<file path="config.mk">
export PLATFORM = sky130hd
export DESIGN_NAME = ps2_kbd_ctrl
export DESIGN_NICKNAME = d
export VERILOG_FILES = /design/src/rtl/ps2_kbd_ctrl.sv
export SDC_FILE = /design/constraint.sdc
export NUM_CORES = 1
export LEC_CHECK = 0
export CAP_MARGIN = 20
export CORE_MARGIN = 10
export CORE_UTILIZATION = 33
export DETAILED_ROUTE_END_ITERATION = 10
export REMOVE_ABC_BUFFERS = 1
export SYNTH_ARGS = -nofsm -noshare
export SYNTH_HDL_FRONTEND = slang
export SYNTH_SLANG_ARGS = --single-unit
export TNS_END_PERCENT = 30
</file>
<file path="constraint.sdc">
create_clock -name CLK50MHZ -period 6.95 [get_ports CLK50MHZ]
set_input_delay 0.695 -clock CLK50MHZ [delete_from_list [all_inputs] [get_ports CLK50MHZ]]
set_output_delay 0.695 -clock CLK50MHZ [all_outputs]
set_load 0.005 [all_outputs]
</file>
<file path="src/rtl/ps2_kbd_ctrl.sv">
// PS/2 keyboard controller: decodes E0/F0 key sequences and keeps
// the lock LEDs in sync with an ED,mask command with ACK retry.
//
// Ports:
//   CLK50MHZ, RST              clock, sync active-high reset
//   scancode, scan_ready       received byte stream
//   cmd, cmd_trig              byte to send, one-cycle send request
//   key_code/ext/release/valid decoded key event strobe
//   leds                       {caps, num, scroll}
//   busy, err                  LED transaction active / abort pulse
module ps2_kbd_ctrl #(
  parameter int unsigned TIMEOUT_CYCLES = 1000000,
  parameter int unsigned MAX_RETRY      = 3
) (
  input  logic       CLK50MHZ,
  input  logic       RST,
  input  logic [7:0] scancode,
  input  logic       scan_ready,
  output logic [7:0] cmd,
  output logic       cmd_trig,
  output logic [7:0] key_code,
  output logic       key_ext,
  output logic       key_release,
  output logic       key_valid,
  output logic [2:0] leds,
  output logic       busy,
  output logic       err
);

  localparam int TW = $clog2(TIMEOUT_CYCLES + 1);
  localparam int AW = $clog2(MAX_RETRY + 1);
  localparam logic [TW-1:0] T_LOAD = TW'(TIMEOUT_CYCLES);
  localparam logic [AW-1:0] A_MAX  = AW'(MAX_RETRY);

  typedef enum logic [2:0] {
    IDLE, SEND_ED, WAIT_ACK1, SEND_MASK, WAIT_ACK2
  } state_t;

  state_t         state, state_d;
  logic [TW-1:0]  timer, timer_d;
  logic [AW-1:0]  att, att_d;
  logic [7:0]     cmd_d;
  logic           trig_d, err_d, take;
  logic           ext, brk, pending;
  logic [2:0]     pressed, pressed_d;
  logic [2:0]     lock_sel, toggle;

  logic is_fa, is_fe, is_aa, is_e0, is_f0, is_e1;
  logic in_wait, ack, nak, dec_en, is_key;
  logic lock_ev, set_pend;

  assign is_fa = scancode == 8'hFA;
  assign is_fe = scancode == 8'hFE;
  assign is_aa = scancode == 8'hAA;
  assign is_e0 = scancode == 8'hE0;
  assign is_f0 = scancode == 8'hF0;
  assign is_e1 = scancode == 8'hE1;

  assign in_wait = (state == WAIT_ACK1) ||
                   (state == WAIT_ACK2);
  assign ack = scan_ready & in_wait & is_fa;
  assign nak = scan_ready & in_wait & is_fe;

  // FA/FE never reach the decoder; outside a wait they are dropped
  assign dec_en = scan_ready & ~is_fa & ~is_fe & ~is_aa;
  assign is_key = dec_en & ~is_e0 & ~is_f0 & ~is_e1;

  always_comb begin
    lock_sel = 3'b000;
    unique case (1'b1)
      scancode == 8'h58: lock_sel = 3'b100;
      scancode == 8'h77: lock_sel = 3'b010;
      scancode == 8'h7E: lock_sel = 3'b001;
      default: ;
    endcase
  end

  assign lock_ev = is_key & ~ext & (|lock_sel);

  // pressed flag suppresses typematic repeats
  always_comb begin
    toggle    = 3'b000;
    pressed_d = pressed;
    if (lock_ev) begin
      if (brk) begin
        pressed_d = pressed & ~lock_sel;
      end else if ((pressed & lock_sel) == 3'b000) begin
        toggle    = lock_sel;
        pressed_d = pressed | lock_sel;
      end
    end
  end

  assign set_pend = (scan_ready & is_aa) | (|toggle);

  always_ff @(posedge CLK50MHZ) begin
    if (RST) begin
      ext         <= 1'b0;
      brk         <= 1'b0;
      pressed     <= 3'b000;
      leds        <= 3'b000;
      pending     <= 1'b0;
      key_code    <= 8'h00;
      key_ext     <= 1'b0;
      key_release <= 1'b0;
      key_valid   <= 1'b0;
    end else begin
      key_valid <= is_key;
      if (dec_en) begin
        unique case (1'b1)
          is_e0: ext <= 1'b1;
          is_f0: brk <= 1'b1;
          is_e1: ;
          default: begin
            key_code    <= scancode;
            key_ext     <= ext;
            key_release <= brk;
            ext         <= 1'b0;
            brk         <= 1'b0;
          end
        endcase
      end
      pressed <= pressed_d;
      leds    <= leds ^ toggle;
      // a new request wins over the one being consumed
      pending <= (pending & ~take) | set_pend;
    end
  end

  always_comb begin
    state_d = state;
    timer_d = timer;
    att_d   = att;
    cmd_d   = cmd;
    trig_d  = 1'b0;
    err_d   = 1'b0;
    take    = 1'b0;
    unique case (state)
      IDLE: begin
        att_d = '0;
        if (pending) begin
          take    = 1'b1;
          state_d = SEND_ED;
        end
      end
      SEND_ED: begin
        cmd_d   = 8'hED;
        trig_d  = 1'b1;
        timer_d = T_LOAD;
        state_d = WAIT_ACK1;
      end
      SEND_MASK: begin
        cmd_d   = {5'b00000, leds};
        trig_d  = 1'b1;
        timer_d = T_LOAD;
        state_d = WAIT_ACK2;
      end
      WAIT_ACK1, WAIT_ACK2: begin
        if (ack) begin
          att_d   = '0;
          state_d = (state == WAIT_ACK1) ? SEND_MASK : IDLE;
        end else if (nak || timer == '0) begin
          if ((att + AW'(1)) < A_MAX) begin
            att_d   = att + AW'(1);
            state_d = (state == WAIT_ACK1) ? SEND_ED : SEND_MASK;
          end else begin
            att_d   = '0;
            err_d   = 1'b1;
            state_d = IDLE;
          end
        end else begin
          timer_d = timer - TW'(1);
        end
      end
      default: state_d = IDLE;
    endcase
  end

  always_ff @(posedge CLK50MHZ) begin
    if (RST) begin
      state    <= IDLE;
      timer    <= '0;
      att      <= '0;
      cmd      <= 8'h00;
      cmd_trig <= 1'b0;
      err      <= 1'b0;
      busy     <= 1'b0;
    end else begin
      state    <= state_d;
      timer    <= timer_d;
      att      <= att_d;
      cmd      <= cmd_d;
      cmd_trig <= trig_d;
      err      <= err_d;
      busy     <= state_d != IDLE;
    end
  end

endmodule

</file>
==> results.toml <==
[status]
status = "finished clean"

[power_and_ir_drop]
ir_worst_vdd_mv = 0.0694
leakage_nw = 1.08
p_comb_share_pct = 7.8
pwr-share-seq_pct = 58.3
power.share.switching_pct = 22.9
clkPwrFrac_pct = 33.9
power_switching_mw = 0.120
powerDensity_nw_per_um2 = 168
intPower_mw = 0.402

[timing]
max_freq_mhz = 277
slew_headroom_pct = 36.3
hold_viol = 0
holdWs_ns = 0.458
tns_ns = 0
final-setup-viol-count = 0
grt_setup_unrepaired = "no"
tightest_slew_ns = 0.955
maxSlewViolCount = 0
finalCritPeriodShare_pct = 52.0
period_minus_slack_ns = 3.62
finClkSkew_ns = 0.0100

[cts]
root_buffer = "clkbuf_8"
clock_sinks = 52
cts.htree.levels = 2
insertion_delay_ns = 0.31
cts_tree = "done"
cts_made_buffers = 5
hold_buffers = 0
cts.path.max_buffers = 2
clk_pin_slew_ns = 0.09
ctsResizeCount = 0
post_cts_buffers = 0

[route]
vias = 2301
dr_wl_met3_um = 393
post_drt_wl_per_cell_um = 15.0
routed.top_layer = "met4"
ant_nets = 0
wl_met1_mm = 2.95
dr.pass1.iters = 4
routed_wl_mm = 6.46
viasPerCell = 5.35
met2_length_mm = 3.09
drc = 0
drtIter0Drc = 134

[placement]
dpl_cell_area_sq_um = 3010
dp_cells = 422
portBuffers = 34
post-dp-hpwl_mm = 4.59
gp_congestion = 0.800

[logic_synthesis]
yosys.area.top_type = "dfxtp_1"
synth.avg_cell_area_sq_um = 8.66
synth_compound_area_share_pct = 19.0
syn_inst = 306
yosysMostFrequentCell = "dfxtp_1"
synth_edf_count = 0
async_flop_share_pct = 0
ys.warnings.count = 0
synth_mux_area_share_pct = 4.91
ys_seq_elements = 52
syn_area_sq_um = 2650
synthSimpleGateAreaFrac_pct = 25.4
synth_xor_area_share_pct = 4.96
synth_cell_types = 54
synth-main-ff-cell = "dfxtp_1"
synth_area_leaders = "dfxtp_1, nor2_1, mux2i_1"
synth_top_family_by_area = "simple AND/OR/NAND/NOR gates"
ys_seq_area_share_pct = 39.3
yosys.area.top_type_share_pct = 39.3
synthAdderAreaFrac_pct = 0.472
yosys-top-cells-count = "dfxtp_1, nor2_1, a21oi_1"

[floorplan]
core.rowCount = 32
die-area_sq_um = 12000
start_util_pct = 34.1
ios = 36
core-area_sq_um = 7770
die_y_um = 110
die_width_um = 110

[critical_path]
crit_path_end_kind = "flip-flop"
crit_start = "scancode[0]"
path_max_fanout = 12
startpoint_type = "input port"
rrSetupSlack_ns = 4.00
worstReg2RegStart = "timer[0]$_SDFFE_PP0P_"
cp.arrival_ns = 3.85
critPathKind = "in -> reg"
cp_data_required_time_ns = 7.18

[min_path]
min-delay-start = "cmd[1]$_SDFFE_PP0P_"
hold_class = "reg -> reg"

[grt]
grt_pass1_wl_mm = 10.9
globalRouteOverflowTotal = 0
grt_max_degree = 41
grt_pass1_vias = 2334
grtUsageTotal_pct = 10.8
antenna_found_initial = 0

[cells_and_area]
drive_above_1_share_pct = 6.71
nets = 339
fin_cells = 430
multiInputGateArea_sq_um = 1460
postLayoutCellArea_sq_um = 3100
regArea_sq_um = 1040
fillers = 803
num_antenna_cells = 0
syn_to_final_growth_pct = 17.1

[job]
drv_cap = 0
-- state kept, by name, summed over array words and instances (netlist names), 2 cells and up, named ones only --
name,cells
att,2
cmd,4
key_code,8
timer,20
leds,3
state,3
-- power groups by stage --
stage,logic [mW],clock network [mW],registers (mW)
3_3_place_gp,0.0407,0,0.311
4_1_cts,0.0410,0.185,0.304
3_5_place_dp,0.0408,0,0.311
5_1_grt,0.0449,0.195,0.305
6_report,0.0408,0.177,0.304
2_1_floorplan,0.0163,0,0.311
-- cell type report --
type                       instances  share of cell area, %
clock buffer                       8                   2.90
inverter                          11                   1.33
multi-input combinational        222                   46.9
sequential                        52                   33.5
tap                              102                   4.11
timing repair buffer              35                   11.2
-- worst paths after layout --
path                           endpoint  cells past startpoint
hold reg to reg     cmd[1]$_SDFFE_PP0P_                      2
setup / recovery     pending$_SDFF_PP0_                      7
hold / removal      cmd[1]$_SDFFE_PP0P_                      2
setup reg to reg  timer[6]$_SDFFE_PP0P_                      8
-- cells by family (layout without fill, tap and decap cells) --
logic type | Yosys count | after routing
compound gates | 66 | 66
xor+xnor | 15 | 15
fa+ha+maj | 1 | 1
buf+inv | 32 | 54
flops | 52 | 52
mux | 13 | 13
other cells | 1 | 1
simple gates | 126 | 126
-- critical path, cell delays in order --
cell and delay, ns:
clkdlybuf4s50_1 0.60, nand3b_1 0.28, o32ai_1 0.16, a221oi_1 0.73
and2_0 0.85, o311ai_0 0.31, a31oi_1 0.22
-- placed cells by master, fill, tap and decap left out, drive strengths merged, types with 5 or more instances in the layout --
cell type      count
dfxtp             52
nor2              44
clkdlybuf4s50     34
a21oi             17
mux2i             13
nor3              13
xor2              13
nand2             12
inv               11
or4               11
o31ai              8
o21ai              8
clkbuf             8
nor4               7
nand4              6
o2111ai            6
nand2b             5
nand3b             5
or2                5
a31oi              5
-- layer usage --
layer	global-route usage, %	up-vias
met5	0	-
met4	2.42	0
met3	3.57	4
met2	17.9	56
met1	13.4	1075
li1	-	1166
-- through the flow --
| stage | setup slack (ns) | total power [mW] | utilization, % |
|---|---|---|---|
| after floorplan | 4.15 | 0.327 | - |
| after global placement | 3.15 | 0.352 | 38.8 |
| after detailed placement | 3.02 | 0.352 | 38.8 |
| after CTS | 3.34 | 0.531 | 39.9 |
| after global routing | 2.99 | 0.545 | 39.9 |
| final | 3.33 | 0.522 | 39.9 |
Note: power is estimated with default switching activity, not from simulation.
